--- src/rtl/sim_ctrl_pkg.sv ---
// Shared definitions for the simulator run-control / register-dump sequencer.
package sim_ctrl_pkg;

   typedef enum logic [2:0] {
      ST_IDLE  = 3'd0,
      ST_RUN   = 3'd1,
      ST_DRAIN = 3'd2,
      ST_RD    = 3'd3,
      ST_OUT   = 3'd4,
      ST_DONE  = 3'd5
   } state_t;

   localparam logic [1:0] HALT_NONE   = 2'b00;
   localparam logic [1:0] HALT_BUDGET = 2'b01;
   localparam logic [1:0] HALT_REQ    = 2'b10;
   localparam logic [1:0] HALT_BOTH   = 2'b11;

   function automatic logic [1:0] halt_code(input logic budget_hit, input logic halt_req);
      return {halt_req, budget_hit};
   endfunction

endpackage

--- src/rtl/sim_dump_seq.sv ---
// Register-dump index walker and valid/ready output register.
module sim_dump_seq
   import sim_ctrl_pkg::*;
#(
   parameter int DATA_W  = 32,
   parameter int REG_CNT = 32,
   parameter int ADDR_W  = 5
)(
   input  logic              clk_i,
   input  logic              rst_i,
   input  logic              clr_i,
   input  logic              cap_i,
   input  logic              out_i,
   input  logic              ready_i,
   input  logic [DATA_W-1:0] rdata_i,
   output logic [ADDR_W-1:0] raddr_o,
   output logic [ADDR_W-1:0] idx_o,
   output logic [DATA_W-1:0] data_o,
   output logic              last_o,
   output logic              valid_o,
   output logic              accept_o
);

   localparam logic [ADDR_W-1:0] LAST_IDX = ADDR_W'(REG_CNT - 1);
   localparam logic [ADDR_W-1:0] IDX_ONE  = ADDR_W'(1);

   logic [ADDR_W-1:0] idx;
   logic [DATA_W-1:0] data;
   logic              at_last;
   logic              advance;

   assign at_last  = (idx == LAST_IDX);
   assign accept_o = out_i && ready_i;
   assign advance  = accept_o && !at_last;

   // Present the upcoming index during the accept cycle so a registered
   // register file has the next entry ready by the end of RD.
   assign raddr_o  = advance ? idx + IDX_ONE : idx;
   assign idx_o    = idx;
   assign data_o   = data;
   assign last_o   = out_i && at_last;
   assign valid_o  = out_i;

   always_ff @(posedge clk_i) begin
      if (rst_i) begin
         idx  <= '0;
         data <= '0;
      end else begin
         if (clr_i)
            idx <= '0;
         else if (advance)
            idx <= idx + IDX_ONE;
         if (clr_i)
            data <= '0;
         else if (cap_i)
            data <= rdata_i;
      end
   end

endmodule

--- src/rtl/sim_run_dump_ctrl.sv ---
// Run-control FSM: bounded RUN, pipeline DRAIN, then register-file dump.
module sim_run_dump_ctrl
   import sim_ctrl_pkg::*;
#(
   parameter int DATA_W     = 32,
   parameter int REG_CNT    = 32,
   parameter int ADDR_W     = 5,
   parameter int CYC_W      = 16,
   parameter int MAX_CYCLES = 100,
   parameter int DRAIN_CYC  = 4,
   parameter int RF_RD_LAT  = 1
)(
   input  logic              clk_i,
   input  logic              rst_i,
   input  logic              start_i,
   input  logic [CYC_W-1:0]  max_cycles_i,
   input  logic              halt_req_i,
   output logic              cpu_en_o,
   output logic              fetch_stall_o,
   output logic [ADDR_W-1:0] rf_raddr_o,
   input  logic [DATA_W-1:0] rf_rdata_i,
   output logic              dump_valid_o,
   input  logic              dump_ready_i,
   output logic [ADDR_W-1:0] dump_idx_o,
   output logic [DATA_W-1:0] dump_data_o,
   output logic              dump_last_o,
   output logic [CYC_W-1:0]  cycle_cnt_o,
   output logic [1:0]        halt_reason_o,
   output logic              busy_o,
   output logic              done_o
);

   localparam int               DRN_W      = (DRAIN_CYC > 1) ? $clog2(DRAIN_CYC) : 1;
   localparam logic [DRN_W-1:0] DRAIN_LAST = DRN_W'(DRAIN_CYC - 1);
   localparam logic [DRN_W-1:0] DRN_ONE    = DRN_W'(1);
   localparam logic [CYC_W-1:0] DEF_BUDGET = CYC_W'(MAX_CYCLES);
   localparam logic [CYC_W-1:0] CYC_ONE    = CYC_W'(1);
   localparam state_t           RD_ENTRY   = (RF_RD_LAT == 0) ? ST_OUT : ST_RD;
   localparam state_t           RUN_EXIT   = (DRAIN_CYC == 0) ? RD_ENTRY : ST_DRAIN;

   state_t            state, nxt;
   logic [CYC_W-1:0]  budget;
   logic [CYC_W-1:0]  cyc;
   logic [1:0]        reason;
   logic [DRN_W-1:0]  drn;
   logic              start_ok, budget_hit, stop, drain_end, accept, cap;

   assign start_ok   = start_i && (state == ST_IDLE || state == ST_DONE);
   assign budget_hit = (cyc + CYC_ONE) == budget;
   assign stop       = (state == ST_RUN) && (budget_hit || halt_req_i);
   assign drain_end  = (state == ST_DRAIN) && (drn == DRAIN_LAST);
   // Capture whenever OUT is entered fresh; a stalled OUT keeps its entry.
   assign cap        = (nxt == ST_OUT) && (state != ST_OUT || accept);

   always_comb begin
      nxt = state;
      case (state)
         ST_IDLE, ST_DONE: if (start_i)   nxt = ST_RUN;
         ST_RUN:           if (stop)      nxt = RUN_EXIT;
         ST_DRAIN:         if (drain_end) nxt = RD_ENTRY;
         ST_RD:                           nxt = ST_OUT;
         ST_OUT:           if (accept)    nxt = dump_last_o ? ST_DONE : RD_ENTRY;
         default:                         nxt = ST_IDLE;
      endcase
   end

   always_ff @(posedge clk_i) begin
      if (rst_i) begin
         state  <= ST_IDLE;
         budget <= '0;
         cyc    <= '0;
         reason <= HALT_NONE;
         drn    <= '0;
      end else begin
         state <= nxt;
         if (start_ok) begin
            budget <= (max_cycles_i == '0) ? DEF_BUDGET : max_cycles_i;
            cyc    <= '0;
            reason <= HALT_NONE;
         end else if (state == ST_RUN) begin
            cyc <= cyc + CYC_ONE;
            if (stop)
               reason <= halt_code(budget_hit, halt_req_i);
         end
         drn <= (state == ST_DRAIN) ? drn + DRN_ONE : '0;
      end
   end

   sim_dump_seq #(
      .DATA_W  (DATA_W),
      .REG_CNT (REG_CNT),
      .ADDR_W  (ADDR_W)
   ) u_dump (
      .clk_i    (clk_i),
      .rst_i    (rst_i),
      .clr_i    (start_ok),
      .cap_i    (cap),
      .out_i    (state == ST_OUT),
      .ready_i  (dump_ready_i),
      .rdata_i  (rf_rdata_i),
      .raddr_o  (rf_raddr_o),
      .idx_o    (dump_idx_o),
      .data_o   (dump_data_o),
      .last_o   (dump_last_o),
      .valid_o  (dump_valid_o),
      .accept_o (accept)
   );

   assign cpu_en_o      = (state == ST_RUN) || (state == ST_DRAIN);
   assign fetch_stall_o = (state == ST_DRAIN);
   assign cycle_cnt_o   = cyc;
   assign halt_reason_o = reason;
   assign busy_o        = (state != ST_IDLE) && (state != ST_DONE);
   assign done_o        = (state == ST_DONE);

endmodule

--- config.mk ---
export PLATFORM = sky130hd
export DESIGN_NAME = sim_run_dump_ctrl
export DESIGN_NICKNAME = d
export VERILOG_FILES = /design/src/rtl/sim_ctrl_pkg.sv /design/src/rtl/sim_dump_seq.sv /design/src/rtl/sim_run_dump_ctrl.sv
export SDC_FILE = /design/constraint.sdc
export NUM_CORES = 1
export LEC_CHECK = 0
export CAP_MARGIN = 20
export CORE_AREA = 3 3 124 66
export DETAILED_ROUTE_END_ITERATION = 8
export DIE_AREA = 0 0 127 69
export PLACE_DENSITY = 0.84
export RECOVER_POWER = 50
export SETUP_SLACK_MARGIN = 0.3
export SLEW_MARGIN = 20
export SYNTH_ARGS = -nofsm -noshare
export SYNTH_HDL_FRONTEND = slang
export SYNTH_SLANG_ARGS = --single-unit
--- constraint.sdc ---
create_clock -name clk_i -period 5.2 [get_ports clk_i]
set_input_delay 0.52 -clock clk_i [delete_from_list [all_inputs] [get_ports clk_i]]
set_output_delay 0.52 -clock clk_i [all_outputs]
set_load 0.005 [all_outputs]
Yosys cells after proc, flatten, opt, wreduce, memory -nomap -nowiden
Index checks and enable logic that the tools add are counted.

Equality and inequality tests: 11. Mux-type cells: 8. $add $sub $neg: 3. Reduce and logical (&&, ||, !) cells: 20. Bitwise gates (word level): 1.

Operators with widths (count): 16-bit by 1-bit adder with 16-bit output (second input constant) (1); 16-bit equality test (1); 16-bit logical NOT (1); 16-bit two-way mux (1); 3-bit two-way mux (5); 3-bit case mux with 5 select lines (1); 3-bit equality test (second input constant) (3); 1-bit logical AND (8); 3-bit by 2-bit equality test with 1-bit output (second input constant) (2); 3-bit != test (second input constant) (2); 2-bit OR reduction (3); 5-bit by 1-bit adder with 5-bit output (second input constant) (1); 5-bit equality test (second input constant) (1); 5-bit two-way mux (1); 1-bit logical OR (4); 3-bit by 1-bit equality test with 1-bit output (second input constant) (1); 3-bit logical NOT (1); 3-bit nonzero test (1); 2-bit by 1-bit adder with 2-bit output (second input constant) (1); 2-bit equality test (second input constant) (1); 2-bit AND reduction (1); 1-bit logical NOT (1); 1-bit inverter (1).

Register bits: 76. Output and inout port bits: 66. Input bits: 53. Logic and storage cells: 50.

Logic depth before layout (Yosys ltp)
Word-level depth: 8. Depth in mapped cells: 9. Gate-level depth less buffers: 8.

Cells and area by module
From an unflattened synthesis, not the netlist that was laid out.

Cells, all modules: 378. Area total of the unflattened synthesis: 3503.4 um^2.

By module, submodules not included: sim_run_dump_ctrl (cells each 246, area each 2100.8 um^2, times used 1); sim_dump_seq (cells each 132, area each 1402.6 um^2, times used 1).

Worst setup path before layout
OpenSTA, ideal clock, no wires.

Path kind: reg-to-reg. Start point: register cyc[0] (netlist: cycle_cnt_o[0]). End point: register reason[1] (netlist: halt_reason_o[1]). Arrival: 2.172 ns. Path buffers: 0. Setup slack: 2.912 ns. Stages on the path, launching flop included: 8. Library setup time: 0.116 ns. Cells stage by stage: dfxtp_1 ha_1 nand3_2 or3_1 a211oi_2 nand4b_1 or4_1 a31o_1.

Word-level cells in the longest chain between the ends: 5.

RTL lines: from (decl) (RTL line sim_run_dump_ctrl.sv:43) `logic [CYC_W-1:0] cyc;`; from (signal assigned) (RTL line sim_run_dump_ctrl.sv:81) `cyc <= cyc + CYC_ONE;`; 16-bit by 1-bit adder with 16-bit output (RTL line sim_run_dump_ctrl.sv:49) `assign budget_hit = (cyc + CYC_ONE) == budget;`; 16-bit equality test (RTL line sim_run_dump_ctrl.sv:49); 1-bit logical OR (RTL line sim_run_dump_ctrl.sv:50) `assign stop = (state == ST_RUN) && (budget_hit || halt_req_i);`; 1-bit logical AND (RTL line sim_run_dump_ctrl.sv:50); 2-bit AND reduction (no line); to (signal assigned) (RTL line sim_run_dump_ctrl.sv:83) `reason <= halt_code(budget_hit, halt_req_i);`; to (decl) (RTL line sim_run_dump_ctrl.sv:44) `logic [1:0] reason;`.

No other way between the ends. A chain may end at the register's enable or synchronous reset.

Worst setup path in the final report
Start point: register u_dump.idx[0] (netlist: u_dump.idx_o[0]). End point: output port rf_raddr_o[2].

Word-level cells in the longest chain between the ends: 4.

RTL lines: from (decl) (RTL line sim_dump_seq.sv:27) `logic [ADDR_W-1:0] idx;`; from (signal assigned) (RTL line sim_dump_seq.sv:52) `idx <= idx + IDX_ONE;`; branches (longest 3 deep; another with 5-bit by 1-bit adder with 5-bit output); 5-bit two-way mux (*) (RTL line sim_dump_seq.sv:38) `assign raddr_o = advance ? idx + IDX_ONE : idx;`; to (decl) (RTL line sim_run_dump_ctrl.sv:20) `output logic [ADDR_W-1:0] rf_raddr_o,`.

Mark *: on every way between the ends.

==> flow_metrics.tcl <==
set metrics [dict create \
    synth_xor_xnor_area_share_pct 9.27 \
    synth.area.top_cells "sky130_fd_sc_hd__dfxtp_1 44%, sky130_fd_sc_hd__nand2_1 9.6%, sky130_fd_sc_hd__xnor2_1 5.5%, sky130_fd_sc_hd__a21oi_1 5.2%, sky130_fd_sc_hd__nor2_1 4.4%" \
    grt_overflow_total 0 \
    clock_tree.buffer_depth 2 \
    final_worst_path_period_share_pct 59.5 \
    root_buffer "sky130_fd_sc_hd__clkbuf_16" \
    max-slew-margin-rel_pct -9.24 \
    finalWirelength_mm 9.05 \
    setup_viol_count_final 0 \
    worst_slew_pin_slew_ns 1.64 \
    gpl.final_weighted_congestion 0.847 \
    setup_repair_after_global_routing_missed_its_margin "false" \
    synth_area_sq_um 3490 \
    avgViaCountPerCell 5.21 \
    cell_type_contributing_the_most_total_cell_area_after_synthesis "sky130_fd_sc_hd__dfxtp_1" \
    adder_cell_share_of_the_synthesized_area_pct 1.79 \
    groute.usage.overall_pct 20.7 \
    critical-path-top-delay-family "buffers and inverters" \
    stdcell_area_sq_um 5010 \
    synthesis.nets 481 \
    static-leakage-power_nw 1.98 \
    clock_skew_ns 0.00442 \
    post-cts-setup-buffer-count 0 \
    buf_inv_on_cp 2 \
    pre_cts_ws_ns 2.35 \
    synth_compound_area_share_pct 13.1 \
    grt_start_max_net_pins 34 \
    cts_tree "yes" \
    placementRows 22 \
    cell_repeated_most_along_the_worst_path "sky130_fd_sc_hd__ha_1" \
    initial_utilization_pct 48.5 \
    finish.net_count 585 \
    max-vdd-ir-drop_mv 0.167 \
    share_clk_of_total_power_pct 46.9 \
    critical-path-max-stage-delay_ns 0.53 \
    slowest_stage "sky130_fd_sc_hd__clkdlybuf4s50_1" \
    intPower_mw 1.12 \
    ys_async_sr_fraction_pct 0 \
    dominant_combinational_cell_family_by_area_after_synthesis "simple AND/OR/NAND/NOR gates" \
    die_w_um 127 \
    worstHoldPathType "reg -> reg" \
    setup.worst_path.class "reg -> out" \
    postSynth.topFlopCell "sky130_fd_sc_hd__dfxtp_1" \
    hold_violations 0 \
    cts_htree_levels 3 \
    p_seq_share_pct 42.7 \
    power.net_switching_mw 0.315 \
    switching_part_of_the_total_power_pct 21.9 \
    route.detailed.wl_per_inst_um 14.4 \
    violations "max-capacitance violations, max-slew violations" \
    yosys.area_share.simple_pct 27.8 \
    synth-seq-cells 76 \
    initial_drc_count 165 \
    synth-edff-count 0 \
    num_antenna_cells 0 \
    finalMaxSlewViolations 34 \
    route.vias.total 3264 \
    post-route-min-period_ns 3.09 \
    yosysTopAreaCellShare_pct 43.5 \
    synth.avg_cell_area_sq_um 8.26 \
    synth.lib_cells_used.distinct 52 \
    final_antenna_net_count 0 \
    crit_path_start_kind "flip-flop" \
    numPortBuffers 118 \
    grt_pass1_wl_mm 14.8 \
    crit_fanout 7 \
    cts_resized 0 \
    ys.warnings.count 0 \
    clock_sinks 76 \
    power.share.combinational_pct 10.5 \
    critical_path.cell_chain "ha_1 -> and3_1 -> ha_1 -> nand3b_1 -> inv_1 -> nand2_1 -> xnor2_1 -> clkdlybuf4s50_1" \
    io-pin-count 119 \
    critical_path_required_ns 4.68 \
    fin_ws_ns 2.11 \
    core_region_area_sq_um 7210 \
    synthesized_instance_count 423 \
    totalNegativeSetupSlack_ns 0 \
    die_height_um 69 \
    max_capacitance_violation_count 1 \
    drt-pass1-iter-count 4 \
    power_density_nw_per_um2 287 \
    drt_drc_violations_left 0 \
    fp.dieArea_sq_um 8760 \
    timing.fmax_mhz 323 \
    yosys-mux-area-fraction_pct 0.859 \
    arrival_ns 2.57 \
    path_clk_slew_ns 0.06 \
    cts_hold_buffers 0 \
    place.detailed.hpwl_mm 6.64 \
    area.growth.synth_to_final_pct 43.4 \
    clkLatencyLatePin_ns 0.33 \
    numCtsBuffers 9 \
    synth_seq_area_share_pct 43.5 \
    antenna_found_initial 0 \
    worst_setup_path_end_kind "output port" \
    status "finished with violations" \
    placed_area_sq_um 4690 \
    first_global_vias 3067 \
    final_layout_size_suffix_gt1_share_pct 4.33 \
]
==> area by class of cell <==
cell class                 instances  area [sq um]
clock buffer                      11           253
clock inverter                     4          72.6
fill                             593          2200
inverter                           4          15.0
multi-input combinational        316          1840
sequential                        76          1520
tap                               96           120
timing repair buffer             120          1190
==> metrics by stage <==
step / cells / hold slack (ns) / total power, mW / utilization (%)
after floorplan: 423 / 0.408 / 0.703 / -
after global placement: 611 / 0.422 / 0.773 / 65.0
final: 627 / 0.447 / 1.44 / 69.5
after global routing: 627 / 0.465 / 1.49 / 69.5
after detailed placement: 611 / 0.446 / 0.777 / 65.0
after CTS: 626 / 0.453 / 1.45 / 69.6
==> cell usage after synthesis, types with 2 or more instances <==
cell type,n
sky130_fd_sc_hd__o211a_1,2
sky130_fd_sc_hd__clkbuf_1,18
sky130_fd_sc_hd__nor4_1,8
sky130_fd_sc_hd__a21oi_1,36
sky130_fd_sc_hd__and3_1,3
sky130_fd_sc_hd__o22ai_1,2
sky130_fd_sc_hd__inv_1,4
sky130_fd_sc_hd__nand3b_1,2
sky130_fd_sc_hd__a22o_1,10
sky130_fd_sc_hd__nand2b_1,2
sky130_fd_sc_hd__xnor2_1,22
sky130_fd_sc_hd__nor2b_1,3
sky130_fd_sc_hd__ha_1,5
sky130_fd_sc_hd__o211ai_1,2
sky130_fd_sc_hd__nor2_1,41
sky130_fd_sc_hd__xor2_1,15
sky130_fd_sc_hd__nand3_1,7
sky130_fd_sc_hd__mux2i_1,3
sky130_fd_sc_hd__nand4b_1,3
sky130_fd_sc_hd__nand4_1,7
sky130_fd_sc_hd__o21ai_0,3
sky130_fd_sc_hd__nand2_1,89
sky130_fd_sc_hd__nor3_1,10
sky130_fd_sc_hd__buf_2,9
sky130_fd_sc_hd__and2_1,7
sky130_fd_sc_hd__nor3b_1,3
sky130_fd_sc_hd__o31a_1,2
sky130_fd_sc_hd__dfxtp_1,76
sky130_fd_sc_hd__or3_1,6
==> state kept, by name, indices dropped and copies added (netlist names) <==
register	flops
u_dump.idx_o	5
drn	2
state	3
cycle_cnt_o	16
budget	16
u_dump.data_o	32
halt_reason_o	2
==> layer usage <==
metal | wire [um] | global-route usage, % | share of wire (%) | up-vias
met5 | 0 | 0 | 0 | -
met4 | 103 | 6.42 | 1.1 | 0
met3 | 445 | 5.57 | 4.9 | 10
met2 | 4360 | 34.0 | 48 | 86
met1 | 4140 | 26.5 | 46 | 1516
li1 | - | - | - | 1652
==> worst paths after layout <==
check | end | startpoint | cells past startpoint | slack, ns
min | u_dump.data_o[24]$_SDFFE_PP0P_ | u_dump.data_o[24]$_SDFFE_PP0P_ | 2 | 0.45
min reg2reg | u_dump.data_o[24]$_SDFFE_PP0P_ | u_dump.data_o[24]$_SDFFE_PP0P_ | 2 | 0.45
max reg2reg | halt_reason_o[1]$_SDFFE_PP0P_ | state[0]$_SDFF_PP0_ | 7 | 2.17
max | rf_raddr_o[2] | u_dump.idx_o[0]$_SDFF_PP0_ | 8 | 2.11
==> power by group through the flow <==
stage / sequential [mW] / clock (mW) / combinational (mW)
finish: 0.613 / 0.673 / 0.150
global route: 0.614 / 0.714 / 0.164
CTS: 0.613 / 0.684 / 0.152
detailed placement: 0.626 / 0 / 0.151
global placement: 0.625 / 0 / 0.148
floorplan: 0.620 / 0 / 0.0825
==> cell families (layout without fill, tap and decap cells) <==
group	Yosys count	count (layout)
AND/OR/NAND/NOR	202	202
flip-flops	76	76
AO/OA/AOI/OAI	69	69
XOR/XNOR	37	37
buffers and inverters	31	139
adder cells (fa/ha/maj)	5	5
multiplexers	3	3
==> placed cells by master (no fill, tap or decap), types with 3 or more instances in the layout <==
cell type / netlist / final
sky130_fd_sc_hd__inv_1: 4 / 4
sky130_fd_sc_hd__clkbuf_16: 0 / 9
sky130_fd_sc_hd__ha_1: 5 / 5
sky130_fd_sc_hd__nand4_1: 7 / 7
sky130_fd_sc_hd__o21ai_0: 3 / 3
sky130_fd_sc_hd__nand4b_1: 3 / 3
sky130_fd_sc_hd__a21oi_1: 36 / 36
sky130_fd_sc_hd__xor2_1: 15 / 15
sky130_fd_sc_hd__or3_1: 6 / 6
sky130_fd_sc_hd__and2_0: 0 / 5
sky130_fd_sc_hd__clkdlybuf4s50_1: 0 / 62
sky130_fd_sc_hd__xnor2_1: 22 / 22
sky130_fd_sc_hd__nor2b_1: 3 / 3
sky130_fd_sc_hd__nor3_1: 10 / 10
sky130_fd_sc_hd__and3_1: 3 / 3
sky130_fd_sc_hd__a22o_1: 10 / 10
sky130_fd_sc_hd__nor2_1: 41 / 42
sky130_fd_sc_hd__dfxtp_1: 76 / 76
sky130_fd_sc_hd__mux2i_1: 3 / 3
sky130_fd_sc_hd__nor4_1: 8 / 8
sky130_fd_sc_hd__nor3b_1: 3 / 3
sky130_fd_sc_hd__nand2_1: 89 / 89
sky130_fd_sc_hd__nand3_1: 7 / 7
sky130_fd_sc_hd__dlygate4sd3_1: 0 / 56
==> worst min-delay path, cell delays in order, from the launching register on <==
cell,delay [ns]
sky130_fd_sc_hd__dfxtp_1,0.30
sky130_fd_sc_hd__nand2_1,0.05
sky130_fd_sc_hd__a21oi_1,0.05
(Power assumes the default switching activity.)
==> RTL edit (same settings) <==
The parameter `MAX_CYCLES` goes from 100 to 64.
--- a/src/rtl/sim_run_dump_ctrl.sv
+++ b/src/rtl/sim_run_dump_ctrl.sv
@@ -7,5 +7,5 @@
    parameter int ADDR_W     = 5,
    parameter int CYC_W      = 16,
-   parameter int MAX_CYCLES = 100,
+   parameter int MAX_CYCLES = 64,
    parameter int DRAIN_CYC  = 4,
    parameter int RF_RD_LAT  = 1
Formal check against the unedited RTL: no difference found for any inputs over 10 cycles, from zero or initial values and one cycle with rst_i high; that may be too few to reach the edited logic, so the function may still have changed.
==> RTL edit against the original RTL <==
  * The flow still finishes with violations (capacitance limit, slew limit)
  * Area after synthesis fell by 1.3%
  * Sequential cell count unchanged
  * Wire length down 1.2%
  * Clock skew up 0.00052 ns
  * Worst setup slack lost 0.41 ns
  * Total power is 12% higher
  * Final area is 0.90% lower
  * Count of clock-buffer cells in the layout fell by 1
==> RTL edit: results (changes against the original RTL) <==
* Netlist cell types at 53 (+1.9%)
* R2R Setup Slk at 1.70 ns (-0.47 ns)
* Pins Over Slew Limit at 20 (-41%)
* Via count at 3154 (-3.4%)
* Syn_area_per_cell at 8.61 um2 (+4.2%)
* Top cells by area, synth: dfxtp_1 (44%), nand2_1 (9.0%), xnor2_1 (7.1%)
* Synth top cells by count: nand2_1 (83), dfxtp_1 (76), a21oi_1 (39), xnor2_1 (28), nor2_1 (27)
* R2R cell count at 5 (-2)
* Mapped cell area at 0.00345 mm2 (-1.3%)
* Share of layout cells above drive strength 1 at 5.09% (+0.76 points)
* VDD IR-drop max at 188 uV (+13%)
* Worst Tran Pin Value at 2.19 ns (+0.550 ns)
* Hpwl dp at 6290 um (-5.3%)
* Crit path largest cell delay at 1.66 ns (+1.13 ns)
* Final Wtd Congestion at 0.804 (-5.1%)
* Worst Setup SP: state[2]
* Global-route wire length before repair at 14800 um (-0.28%)
* Placed insts at 592 (-3.1%)
* Fin cells at 607 (-3.2%)
* Clock skew at 0.00494 ns (+0.000525 ns)
* Maxcap violations at 1 (unchanged)
* Overall routed net length at 8940 um (-1.2%)
* Worst Path Arrival at 3.71 ns (+1.14 ns)
* Hold path start: u_dump.data_o[26]
* Failing checks: capacitance limit, slew limit
* Number of global-route vias before repair at 3002 (-2.1%)
* Fillers at 591 (-0.34%)
* Status: complete, but fails checks
-- RTL edit: cell count changes after synthesis, moves of 4 or more --
cell	before	now
buf_2	9	4
clkbuf_8	0	4
nor2_1	41	27
clkbuf_1	18	11
nand2_1	89	83
nor3_1	10	5
xnor2_1	22	28
-- RTL edit: where the power goes --
part	switching, uW	internal (uW)
sequential	24.5	608
combinational	112	115
clock	232	514
total	369	1240
-- RTL edit: routing by layer --
metal  wire, um  global-route usage, %  vias to the layer above  part of all wire [%]
li1           -                      -                     1577                     -
met5          0                      0                        -                     0
met3        569                   5.57                       13                   6.4
met1       3860                   26.0                     1460                    43
met4        135                   7.61                        0                   1.5
met2       4380                   34.2                      104                    49
-- RTL edit: worst min-delay path by stage --
stage                             end  slack [ns]
floorplan                      drn[0]        0.41
global placement               drn[0]        0.42
detailed placement   u_dump.data_o[6]        0.45
CTS                  u_dump.data_o[6]        0.45
global route         u_dump.data_o[6]        0.46
finish              u_dump.data_o[26]        0.45
-- RTL edit: kinds of logic after synthesis --
group / count (synthesis) / synth area share [%]
simple gates: 177 / 25.6
fa+ha+maj: 5 / 1.81
xor+xnor: 40 / 10.2
mux: 4 / 1.16
compound gates: 70 / 12.6
buf+inv: 29 / 4.60
flops: 76 / 44.1
-- RTL edit: stage by stage --
step / instance area [um2] / setup WS [ns]
after detailed placement: 4630 / 2.51
after CTS: 4980 / 2.17
final: 4970 / 1.70
after global routing: 4970 / 1.40
after global placement: 4630 / 2.56
after floorplan: 3450 / 3.16
-- RTL edit: layout make-up --
type	count	area share [%]
Multi-Input combinational cell	296	35.5
Sequential cell	76	30.6
Timing Repair Buffer	119	23.9
Clock buffer	10	4.61
Clock inverter	5	2.52
Tap cell	96	2.42
Inverter	5	0.378
